File: config.mk
export PLATFORM = sky130hd
export DESIGN_NAME = regfile_wb_ctrl
export DESIGN_NICKNAME = d
export VERILOG_FILES = /design/src/rtl/regfile_wb_ctrl.sv
export SDC_FILE = /design/constraint.sdc
export NUM_CORES = 1
export LEC_CHECK = 0
export ABC_AREA = 1
export BUFFER_PORTS_ARGS = -buffer_cell sky130_fd_sc_hd__buf_2
export CAP_MARGIN = 15
export CELL_PAD_IN_SITES_DETAIL_PLACEMENT = 0
export CELL_PAD_IN_SITES_GLOBAL_PLACEMENT = 1
export CORE_MARGIN = 4
export CORE_UTILIZATION = 38
export CTS_CLUSTER_SIZE = 20
export DETAILED_ROUTE_END_ITERATION = 10
export MAX_ROUTING_LAYER = met4
export PLACE_DENSITY = 0.95
export SYNTH_ARGS = -nofsm -noshare
export SYNTH_HDL_FRONTEND = slang
export SYNTH_SLANG_ARGS = --single-unit
File: constraint.sdc
create_clock -name clk -period 2.78 [get_ports clk]
set_input_delay 0.695 -clock clk [delete_from_list [all_inputs] [get_ports clk]]
set_output_delay 0.695 -clock clk [all_outputs]
set_load 0.02 [all_outputs]
File: src/rtl/regfile_wb_ctrl.sv
// regfile_wb_ctrl: write-back controller for the 16-entry register file.
// After reset it clears R1..R15 through the file's single write port. It then
// arbitrates ALU and LSU write-backs onto that port, and keeps a pending-write
// scoreboard that the issue stage uses to stall on RAW/WAW hazards.
// Build option: define REGFILE_WB_RR_EN for round-robin arbitration between
// ALU and LSU. Without it, the LSU always wins on contention.
module regfile_wb_ctrl #(
  parameter int DW = 16,
  parameter int AW = 4
) (
  input  logic          clk,
  input  logic          rst,
  input  logic          alu_valid,
  output logic          alu_ready,
  input  logic [AW-1:0] alu_addr,
  input  logic [DW-1:0] alu_data,
  input  logic          lsu_valid,
  output logic          lsu_ready,
  input  logic [AW-1:0] lsu_addr,
  input  logic [DW-1:0] lsu_data,
  input  logic          iss_valid,
  input  logic [AW-1:0] iss_src1,
  input  logic [AW-1:0] iss_src2,
  input  logic [AW-1:0] iss_dst,
  output logic          hazard,
  output logic          rf_we,
  output logic [AW-1:0] rf_a3,
  output logic [DW-1:0] rf_wd,
  output logic          init_done
);

  localparam int NREG = 2 ** AW;

  typedef enum logic {
    ST_INIT = 1'b0,
    ST_RUN  = 1'b1
  } state_t;

  state_t        r_state;
  state_t        w_state_next;
  logic [AW-1:0] r_init_cnt;
  logic [AW-1:0] w_init_cnt_next;
  logic          r_rf_we;
  logic          w_rf_we_next;
  logic [AW-1:0] r_rf_a3;
  logic [AW-1:0] w_rf_a3_next;
  logic [DW-1:0] r_rf_wd;
  logic [DW-1:0] w_rf_wd_next;
  logic          r_init_done;
  logic          w_init_done_next;

  logic          w_run;
  logic          w_grant_alu;
  logic          w_grant_lsu;
  logic          w_grant_any;
  logic [AW-1:0] w_wb_addr;
  logic [DW-1:0] w_wb_data;

  logic [NREG-1:0] w_busy;
  logic            w_haz_src1;
  logic            w_haz_src2;
  logic            w_haz_dst;
  logic            w_hazard;
  logic            w_issue_set;

  assign w_run = (r_state == ST_RUN);

`ifdef REGFILE_WB_RR_EN
  // Round-robin pointer: names the requester that wins the next contention.
  typedef enum logic {
    RR_ALU = 1'b0,
    RR_LSU = 1'b1
  } rr_t;

  rr_t r_rr_ptr;

  // Grant: a lone requester wins; on contention the pointer decides.
  always_comb begin
    w_grant_alu = w_run & alu_valid & (~lsu_valid | (r_rr_ptr == RR_ALU));
    w_grant_lsu = w_run & lsu_valid & (~alu_valid | (r_rr_ptr == RR_LSU));
  end

  // After any grant the pointer moves to the requester that was not granted.
  always_ff @(posedge clk or negedge rst) begin
    if (!rst) begin
      r_rr_ptr <= RR_ALU;
    end else if (w_grant_alu) begin
      r_rr_ptr <= RR_LSU;
    end else if (w_grant_lsu) begin
      r_rr_ptr <= RR_ALU;
    end
  end
`else
  // Grant: fixed priority, loads always win so the memory pipe never backs up.
  always_comb begin
    w_grant_lsu = w_run & lsu_valid;
    w_grant_alu = w_run & alu_valid & ~lsu_valid;
  end
`endif

  assign w_grant_any = w_grant_alu | w_grant_lsu;
  assign w_wb_addr   = w_grant_lsu ? lsu_addr : alu_addr;
  assign w_wb_data   = w_grant_lsu ? lsu_data : alu_data;

  // Hazard: any referenced register with a write in flight; R0 never stalls.
  // The whole init sequence stalls issue because the file is not yet valid.
  always_comb begin
    w_haz_src1  = (iss_src1 != '0) & w_busy[iss_src1];
    w_haz_src2  = (iss_src2 != '0) & w_busy[iss_src2];
    w_haz_dst   = (iss_dst  != '0) & w_busy[iss_dst];
    w_hazard    = ~w_run | w_haz_src1 | w_haz_src2 | w_haz_dst;
    w_issue_set = iss_valid & ~w_hazard & (iss_dst != '0);
  end

  // Scoreboard: one pending bit per register; R0 is never pending.
  // A new issue to a register overrides a write-back retiring the same register.
  generate
    for (genvar gi = 0; gi < NREG; gi++) begin : g_busy
      if (gi == 0) begin : g_r0
        assign w_busy[gi] = 1'b0;
      end else begin : g_rn
        logic r_busy_bit;
        logic w_set;
        logic w_clr;

        assign w_set = w_issue_set & (iss_dst == AW'(gi));
        assign w_clr = w_grant_any & (w_wb_addr == AW'(gi));

        // Per-register pending flag with set-over-clear priority.
        always_ff @(posedge clk or negedge rst) begin
          if (!rst) begin
            r_busy_bit <= 1'b0;
          end else if (w_set) begin
            r_busy_bit <= 1'b1;
          end else if (w_clr) begin
            r_busy_bit <= 1'b0;
          end
        end

        assign w_busy[gi] = r_busy_bit;
      end
    end
  endgenerate

  // Next state and next write-port values. INIT walks R1..R15, then spends
  // one idle cycle (counter wrapped to 0) before entering RUN.
  always_comb begin
    w_state_next     = r_state;
    w_init_cnt_next  = r_init_cnt;
    w_rf_we_next     = 1'b0;
    w_rf_a3_next     = r_rf_a3;
    w_rf_wd_next     = r_rf_wd;
    w_init_done_next = r_init_done;
    case (r_state)
      ST_INIT: begin
        if (r_init_cnt != '0) begin
          w_rf_we_next    = 1'b1;
          w_rf_a3_next    = r_init_cnt;
          w_rf_wd_next    = '0;
          w_init_cnt_next = r_init_cnt + AW'(1);
        end else begin
          w_state_next     = ST_RUN;
          w_init_done_next = 1'b1;
        end
      end
      ST_RUN: begin
        if (w_grant_any) begin
          // A write to R0 still completes its handshake but never reaches the file.
          w_rf_we_next = (w_wb_addr != '0);
          w_rf_a3_next = w_wb_addr;
          w_rf_wd_next = w_wb_data;
        end
      end
      default: begin
        w_state_next = ST_INIT;
      end
    endcase
  end

  // State and registered write-port outputs.
  always_ff @(posedge clk or negedge rst) begin
    if (!rst) begin
      r_state     <= ST_INIT;
      r_init_cnt  <= AW'(1);
      r_rf_we     <= 1'b0;
      r_rf_a3     <= '0;
      r_rf_wd     <= '0;
      r_init_done <= 1'b0;
    end else begin
      r_state     <= w_state_next;
      r_init_cnt  <= w_init_cnt_next;
      r_rf_we     <= w_rf_we_next;
      r_rf_a3     <= w_rf_a3_next;
      r_rf_wd     <= w_rf_wd_next;
      r_init_done <= w_init_done_next;
    end
  end

  assign alu_ready = w_grant_alu;
  assign lsu_ready = w_grant_lsu;
  assign hazard    = w_hazard;
  assign rf_we     = r_rf_we;
  assign rf_a3     = r_rf_a3;
  assign rf_wd     = r_rf_wd;
  assign init_done = r_init_done;

endmodule

==> results of run 1 <==
==> worst min-delay path by stage <==
stage | slack (ns) | endpoint | depth (start not counted)
floorplan | 0.40 | g_busy[10].g_rn.r_busy_bit$_DFFE_PN0P_ | 0
global placement | 0.46 | init_done$_DFFE_PN0P_ | 1
detailed placement | 0.47 | init_done$_DFFE_PN0P_ | 1
CTS | 0.49 | init_done$_DFFE_PN0P_ | 1
global route | 0.50 | init_done$_DFFE_PN0P_ | 1
finish | 0.48 | init_done$_DFFE_PN0P_ | 1
==> cell families (layout without fill, tap and decap cells) <==
| family | Yosys count | in the layout |
|---|---|---|
| AOI/OAI and AO/OA | 60 | 60 |
| and+or+nand+nor | 224 | 224 |
| adders and majority gates | 2 | 2 |
| DFF | 42 | 42 |
| muxes | 1 | 1 |
| xor gates and xnor gates | 3 | 3 |
| buffers and inverters | 53 | 137 |
==> cell type report <==
type | instances | area, um^2 | share of cell area
clock buffer | 5 | 68.8 | 0.0208
clock inverter | 3 | 68.8 | 0.0208
inverter | 39 | 146 | 0.0443
multi-input combinational | 290 | 1370 | 0.416
sequential | 42 | 1050 | 0.319
tap | 96 | 120 | 0.0364
timing repair buffer | 90 | 473 | 0.143
==> Yosys cell counts <==
cell type	number	share of area
nand2_1	95	0.13
clkbuf_1	4	0.0056
buf_2	3	0.0056
nor2_1	60	0.085
or2_1	2	0.0047
nand2_2	1	0.0024
nand3_1	42	0.079
ha_1	2	0.0094
a31oi_1	3	0.0071
inv_2	2	0.0028
o21ai_0	22	0.041
o211ai_1	2	0.0056
nor2_2	4	0.0094
nor2_4	2	0.0085
dfstp_2	1	0.0099
xor2_1	2	0.0066
o21ai_2	3	0.0099
clkinv_1	1	0.0014
dfrtp_1	41	0.39
a21oi_1	25	0.047
nor3_1	1	0.0019
or2_2	2	0.0047
nand4_1	15	0.035
clkbuf_2	1	0.0019
inv_1	36	0.051
a21boi_1	1	0.0028
o21a_1	1	0.0028
buf_6	2	0.0085
mux2i_4	1	0.0085
xnor2_1	1	0.0033
o21ai_1	1	0.0019
o31ai_1	2	0.0056
buf_4	4	0.011
==> cells in the final DEF (no fill, tap or decap), types with 3 or more instances in the layout <==
master    instances
nor2_2            4
clkbuf_8          5
a31oi_1           3
nand4_1          15
nand2_1          95
inv_1            36
a21oi_1          25
dfrtp_1          41
nor2_1           60
nand3_1          42
o21ai_0          22
buf_4             9
buf_2            81
o21ai_2           3
==> where the power goes <==
part           internal, uW  total [uW]  switching (uW)
Clock                   360         582             222
Sequential              697         772            74.9
Combinational           179         514             335
==> worst reg2reg max path, delay by kind of cell, from the launching register on <==
family	cells	cell delay, ns
AO/OA/AOI/OAI	1	0.10
flip-flops	1	0.47
AND/OR/NAND/NOR	5	0.77
buffers and inverters	2	0.51
==> per-layer routing <==
layer  wire length, um  global-route usage
met5                 0                   -
met4                69              0.0477
met1              3600               0.256
met2              3480               0.296
met3               510              0.0320
==> sequential cells by signal, indices dropped and copies added (netlist names) <==
name                    count
r_init_cnt                  4
rf_we                       1
rf_wd                      16
init_done                   1
rf_a3                       4
r_state                     1
g_busy.g_rn.r_busy_bit     15
==> through the flow <==
stage / setup WS (ns) / utilization
floorplan: 0.354 / -
global route: 0.177 / 0.486
detailed placement: 0.308 / 0.466
finish: 0.308 / 0.486
CTS: 0.300 / 0.486
global placement: 0.303 / 0.466
==> results.toml, run 1 <==
[setup_path]
critical_path.slowest_cell = "nor2_1"
r2r-end = "g_busy[10].g_rn.r_busy_bit$_DFFE_PN0P_"
rr_worst_depth = 8
cp_num_buf_inv = 3
endpoint = "hazard"
slowest_delay_ns = 0.27
crit_start = "iss_dst[1]"
cp_top_family = "simple AND/OR/NAND/NOR gates"
critPathRequiredTime_ns = 2.09
r2r_setup_slack_ns = 0.88
path_class = "input pin to output pin"
cp_common_cell = "nand2_1"
arrival_ns = 1.78
crit_path_max_fanout = 5
path_cells = "buf_2 > inv_1 > nor2_1 > nand2_1 > nor2_1 > a21oi_1 > nand2_1 > nor2_4 > nand2_1 > buf_2"
cp-end-kind = "output pin"
crit_path_start_kind = "input pin"
crit_cells = 10
regToRegStartpoint = "r_state$_DFF_PN0_"

[pwr]
cellPowerDensity_mw_per_mm2 = 565
fin_total_pwr_uw = 1870
cellLeakagePower_uw = 0.00172
ir_drop_uv = 274

[clocking]
cts_tree = "yes"
cts_setup_buffers = 0
cts.repair.resized = 0
clk_latency_ns = 0.30
hold_buffers = 0
cts_made_buffers = 5
cts-root-buf = "clkbuf_8"
cts.path.max_buffers = 2
cts_max_level = 2
clkSlewWorstSetupHoldPaths_ns = 0.09
cts_sinks = 42

[global_routing]
grtUsageTotal = 0.189
grt_max_degree = 43
grt_pass1_vias = 2783
grt_pass1_wl_um = 12800
overflow = 0
antenna_found_initial = 0

[finish]
fin_nets = 527
synthToLayoutAreaGrowth_pct = 24.2
fin_area_mm2 = 0.00330
diodes = 0
finalNonFillerCells = 565
drive_gt1_frac = 0.243
fill_cells = 680

[run_status]
status = "completed"

[drt]
drt_iter0_drc = 175
routed_wl_um = 7660
ant_nets = 0
wl_per_cell_um = 13.6
routed_via_density = 5.02
drc = 0
first_pass_iters = 5
vias = 2835

[logic_synthesis]
synth-simple-area-share = 0.365
synth-xor-area-share = 0.00988
syn_area_mm2 = 0.00266
synthAdderAreaFrac = 0.00941
syn_nets = 444
synth.distinct_cells = 33
avgSynthCellArea_um2 = 6.91
synth_top_family_by_area = "simple AND/OR/NAND/NOR gates"
ys_ff_latch = 42
yosysSeqAreaShare = 0.396
ys_warn_count = 0
syn_inst = 385
synth-compound-area-share = 0.124
synthMuxAreaShare = 0.00847

[floorplanning]
die-area_mm2 = 0.00840
initial_utilization = 0.392
die_x_um = 91.7
fp.dieH_um = 91.7
ioPinCount = 82
rows = 30
core_mm2 = 0.00679

[timing]
fin_tns_setup_ns = 0
slew_violations = 0
fin_skew_ns = 0.00652
finalHoldViolations = 0
tightest_slew_ns = 0.931
relSlewSlack = 0.379
max_freq_ghz = 0.405
layout_min_cycle_time_ns = 2.47
holdWs_ns = 0.482
rsz0062_at_grt = "false"
setup_viol = 0
period_share = 0.889

[placement]
port_buffers = 81
dp.final_hpwl_um = 5880
place.gp.congestion = 1.00
placed_area_mm2 = 0.00317
dp_cells = 557

[flow_run]
cap_violations = 0

[min_path]
min_from = "init_done$_DFFE_PN0P_"
min_path_type = "flip-flop to flip-flop"
Power figures use the tool's default switching activity.
==> run 2, diff against run 1 <==
--- a/config.mk
+++ b/config.mk
@@ -7,8 +7,8 @@
 export LEC_CHECK = 0
 export ABC_AREA = 1
 export BUFFER_PORTS_ARGS = -buffer_cell sky130_fd_sc_hd__buf_2
-export CAP_MARGIN = 15
-export CELL_PAD_IN_SITES_DETAIL_PLACEMENT = 0
+export CAP_MARGIN = 20
+export CELL_PAD_IN_SITES_DETAIL_PLACEMENT = 1
 export CELL_PAD_IN_SITES_GLOBAL_PLACEMENT = 1
 export CORE_MARGIN = 4
 export CORE_UTILIZATION = 38
==> run 2 against run 1 <==
Effect of this change: worst hold slack worse by 0.0069 ns; sequential share of layout area increased by 0.42 points; register-to-register slack worse by 0.13 ns; cell count did not move; total power decreased by 6.6%; maximum frequency down 2.1%; critical path type unchanged; highest routed layer unchanged.
==> results.toml, run 2 (synthesis gave the netlist of run 1 again) <==
[drt]
routed_via_density = 5.36
routed_wl_um = 9490
drc = 0
first_pass_iters = 4
wl_per_cell_um = 16.8
ant_nets = 0
drt_iter0_drc = 130
vias = 3027

[clocking]
cts.repair.resized = 0
hold_buffers = 0
cts_tree = "yes"
cts_setup_buffers = 0
cts_max_level = 2
cts_sinks = 42
cts-root-buf = "clkbuf_8"
cts_made_buffers = 5
clk_latency_ns = 0.31
clkSlewWorstSetupHoldPaths_ns = 0.09
cts.path.max_buffers = 2

[global_routing]
grtUsageTotal = 0.241
antenna_found_initial = 0
grt_pass1_wl_um = 15800
grt_pass1_vias = 3307
overflow = 0
grt_max_degree = 43

[finish]
diodes = 0
fin_nets = 527
largest_register_ffs = 16
drive_gt1_frac = 0.243
fin_util = 0.480
layout_commonest_cell = "nand2_1"
final_cell_mix = "95 x nand2_1, 81 x buf_2, 60 x nor2_1"
synthToLayoutAreaGrowth_pct = 22.6
fill_cells = 933

[timing]
layout_min_cycle_time_ns = 2.52
fin_skew_ns = 0.0149
relSlewSlack = 0.364
setup_viol = 0
holdWs_ns = 0.475
max_freq_ghz = 0.396
rsz0062_at_grt = "false"
tightest_slew_ns = 0.954
slew_violations = 0
finalHoldViolations = 0
fin_tns_setup_ns = 0
period_share = 0.908

[setup_path]
r2r-end = "g_busy[15].g_rn.r_busy_bit$_DFFE_PN0P_"
regToRegStartpoint = "r_state$_DFF_PN0_"
path_cells = "buf_2 > inv_1 > nor2_1 > nand2_1 > nor2_1 > a21oi_1 > nand2_1 > nor2_4 > nand2_1 > buf_2"
critical_path.slowest_cell = "nor2_1"
slowest_delay_ns = 0.30
rr_worst_depth = 8
crit_path_start_kind = "input pin"
critPathRequiredTime_ns = 2.09
arrival_ns = 1.83
path_class = "input pin to output pin"
cp_common_cell = "nand2_1"
crit_path_max_fanout = 5
r2r_setup_slack_ns = 0.75
cp-end-kind = "output pin"

[placement]
dp.final_hpwl_um = 7430
place.gp.congestion = 1.00
port_buffers = 81

[min_path]
min_from = "init_done$_DFFE_PN0P_"
worstHoldPathCells = 1
hold_end = "init_done$_DFFE_PN0P_"
min_path_type = "flip-flop to flip-flop"

[floorplanning]
core_mm2 = 0.00679
initial_utilization = 0.392
ioPinCount = 82
rows = 30
fp.dieH_um = 91.7
die_x_um = 91.7
die-area_mm2 = 0.00840

[flow_run]
cap_violations = 0

[run_status]
status = "completed"

[pwr]
ir_drop_uv = 222
cellPowerDensity_mw_per_mm2 = 535
cellLeakagePower_uw = 0.00170
[run 2: cell types whose count changed in the layout (fill, tap and decap cells not counted), sizes merged]
cell,previous run,this run
bufinv,2,0
clkbuf,5,6
clkinvlp,0,1
[run 2: where the power goes]
group	total (uW)	switching, uW	internal, uW
Combinational	538	359	179
Clock	431	231	200
Sequential	775	78.5	697
[run 2: layout make-up]
class	count	area [um^2]	share of cell area
Clock buffer	6	82.6	0.0253
Clock inverter	2	12.5	0.00384
Inverter	39	146	0.0449
Multi-Input combinational cell	290	1370	0.421
Sequential cell	42	1050	0.323
Tap cell	96	120	0.0368
Timing Repair Buffer	90	473	0.145
[run 2: worst max-delay path, delay by kind of cell]
family	cells	cell delay, ns
simple gates	6	0.76
buf+inv	3	0.32
compound gates	1	0.05
[run 2: how the worst max path moves through the flow]
| stage | start | cells past startpoint | to | slack, ns |
|---|---|---|---|---|
| 2_1_floorplan | iss_src1[0] | 10 | hazard | 0.35 |
| 3_3_place_gp | iss_dst[1] | 10 | hazard | 0.30 |
| 3_5_place_dp | iss_dst[1] | 10 | hazard | 0.26 |
| 4_1_cts | iss_dst[1] | 10 | hazard | 0.25 |
| 5_1_grt | iss_dst[1] | 10 | hazard | 0.11 |
| 6_report | iss_dst[1] | 10 | hazard | 0.26 |
[run 2: layer usage]
layer,part of all wire,up-vias,global-route usage
met5,0,-,-
met4,0.033,0,0.103
met3,0.059,30,0.0443
met2,0.49,128,0.410
met1,0.42,1452,0.277
li1,-,1417,-
[run 2: per-stage QoR]
stage	cells	cell area, um^2	worst slack, ns	power (uW)
final	565	3260	0.256	1740
after detailed placement	557	3170	0.257	1320
after global routing	565	3260	0.109	1840
after floorplan	385	2660	0.354	1090
after CTS	565	3260	0.250	1750
after global placement	557	3170	0.303	1280
==> run 3, diff against run 2 <==
--- a/config.mk
+++ b/config.mk
@@ -16,6 +16,8 @@
 export DETAILED_ROUTE_END_ITERATION = 10
 export MAX_ROUTING_LAYER = met4
 export PLACE_DENSITY = 0.95
+export SETUP_SLACK_MARGIN = 0.3
+export SLEW_MARGIN = 20
 export SYNTH_ARGS = -nofsm -noshare
 export SYNTH_HDL_FRONTEND = slang
 export SYNTH_SLANG_ARGS = --single-unit
==> run 3 against run 2 <==
Effect of this change: non-clock buffer count is 4 higher; die area stayed put; total power is 1.7% higher; count of clock-buffer cells in the layout stayed put; setup slack better by 0.069 ns; global-route usage stayed put; sequential share of layout area is 0.87 points lower; utilization is 1.3 points higher; critical path depth is 1 higher; clock power hardly changed; sequential power hardly changed; critical path type unchanged; largest cell class unchanged.
==> results.toml, run 3 (synthesis gave the netlist of run 1 again) <==
[run_status]
status = "completed"

[placement]
place.gp.congestion = 1.00
dp.final_hpwl_um = 7430
pre_cts_ws_ns = 0.257
port_buffers = 81

[finish]
layout_commonest_cell = "nand2_1"
fin_nets = 531
drive_gt1_frac = 0.275
final_cell_mix = "90 x nand2_1, 78 x buf_2, 58 x nor2_1"
largest_register_ffs = 16
diodes = 0
synthToLayoutAreaGrowth_pct = 26.0
fin_util = 0.493

[timing]
tightest_slew_ns = 0.958
layout_min_cycle_time_ns = 2.46
slew_violations = 0
setup_viol = 0
rsz0062_at_grt = "false"
fin_ws_ns = 0.325
finalHoldViolations = 0
fin_skew_ns = 0.0140
relSlewSlack = 0.361
holdWs_ns = 0.477
period_share = 0.883
fin_tns_setup_ns = 0
max_freq_ghz = 0.407

[flow_run]
cap_violations = 0

[floorplanning]
initial_utilization = 0.392
core_mm2 = 0.00679
die-area_mm2 = 0.00840
ioPinCount = 82
rows = 30
fp.dieH_um = 91.7
die_x_um = 91.7

[clocking]
cts_made_buffers = 5
cts_sinks = 42
cts_tree = "yes"
clkSlewWorstSetupHoldPaths_ns = 0.09
cts-root-buf = "clkbuf_8"
clk_latency_ns = 0.31
cts_max_level = 2
cts.path.max_buffers = 2

[setup_path]
crit_path_max_fanout = 8
path_class = "input pin to output pin"
crit_path_start_kind = "input pin"
arrival_ns = 1.76
cp_num_buf_inv = 4
slowest_delay_ns = 0.17
path_cells = "buf_2 > inv_2 > nand3_1 > nand2_1 > inv_1 > o21ai_1 > nand3_1 > nand2_1 > nor2_4 > nand2_2 > buf_6"
critical_path.slowest_cell = "buf_2"
cp-end-kind = "output pin"
critPathRequiredTime_ns = 2.09
cp_top_family = "simple AND/OR/NAND/NOR gates"

[global_routing]
antenna_found_initial = 0
grt_pass1_wl_um = 15800
grt_pass1_vias = 3307
grtUsageTotal = 0.241
grt_max_degree = 43
overflow = 0

[pwr]
cellPowerDensity_mw_per_mm2 = 529
cellLeakagePower_uw = 0.00173
ir_drop_uv = 226
fin_total_pwr_uw = 1770

[drt]
vias = 3033
drc = 0
routed_wl_um = 9680
first_pass_iters = 5
drt_iter0_drc = 145
routed_via_density = 5.33
wl_per_cell_um = 17.0
ant_nets = 0

[min_path]
min_path_type = "flip-flop to flip-flop"
[run 3: cell count changes in the layout (fill, tap and decap cells not counted), moves of 2 or more]
cell and change:
nor2_1 -2, nand2_2 +3, nand2_1 -5, buf_2 -3, buf_6 +2, buf_4 +5, inv_2 +3, inv_1 -4
nand2_4 +2
[run 3: metal layers]
metal	vias to the layer above	global-route usage	routed length (um)	part of all wire
met5	-	-	0	0
met3	38	0.0443	564	0.058
li1	1429	-	-	-
met2	124	0.410	4730	0.49
met1	1442	0.277	4020	0.42
met4	0	0.103	360	0.037
[run 3: worst reg2reg max path: cells and delay by family (launching register included)]
kind,cells,cell delay (ns)
DFF,1,0.48
AOI/OAI and AO/OA,1,0.08
buffers and inverters,2,0.56
and+or+nand+nor,5,0.86
[run 3: layout make-up]
class                           count  area [um^2]
Fill cell                         924         3440
Multi-Input combinational cell    290         1410
Sequential cell                    42         1050
Timing Repair Buffer               94          518
Inverter                           39          154
Tap cell                           96          120
Clock buffer                        6         82.6
Clock inverter                      2         12.5
[run 3: timing repair]
item                       CTS  global route
setup buffers                0             4
hold endpoints to repair     0             0
hold buffers                 0             0
pin swaps                    0             7
setup endpoints to repair    1             1
gates resized for setup      3            21
[run 3: where the power goes]
part           internal [uW]  switching (uW)  total (uW)  leakage, uW
Clock                    200             232         432    0.0000472
Combinational            195             371         566      0.00118
Sequential               697            79.3         776     0.000502
[run 3: worst paths after layout]
kind,slack (ns),cells after the start,end,startpoint
max in group asynchronous,1.64,1,g_busy[10].g_rn.r_busy_bit$_DFFE_PN0P_,rst
max,0.32,11,hazard,iss_src1[0]
min in group asynchronous,0.53,1,rf_wd[3]$_DFFE_PN0P_,rst
max reg2reg,0.73,8,g_busy[15].g_rn.r_busy_bit$_DFFE_PN0P_,r_state$_DFF_PN0_
min,0.48,1,init_done$_DFFE_PN0P_,init_done$_DFFE_PN0P_
min reg2reg,0.48,1,init_done$_DFFE_PN0P_,init_done$_DFFE_PN0P_
[run 3: stage by stage]
step	cells	cell area, um^2
3_5_place_dp	557	3170
4_1_cts	565	3270
3_3_place_gp	557	3170
2_1_floorplan	385	2660
6_report	569	3350
5_1_grt	569	3350
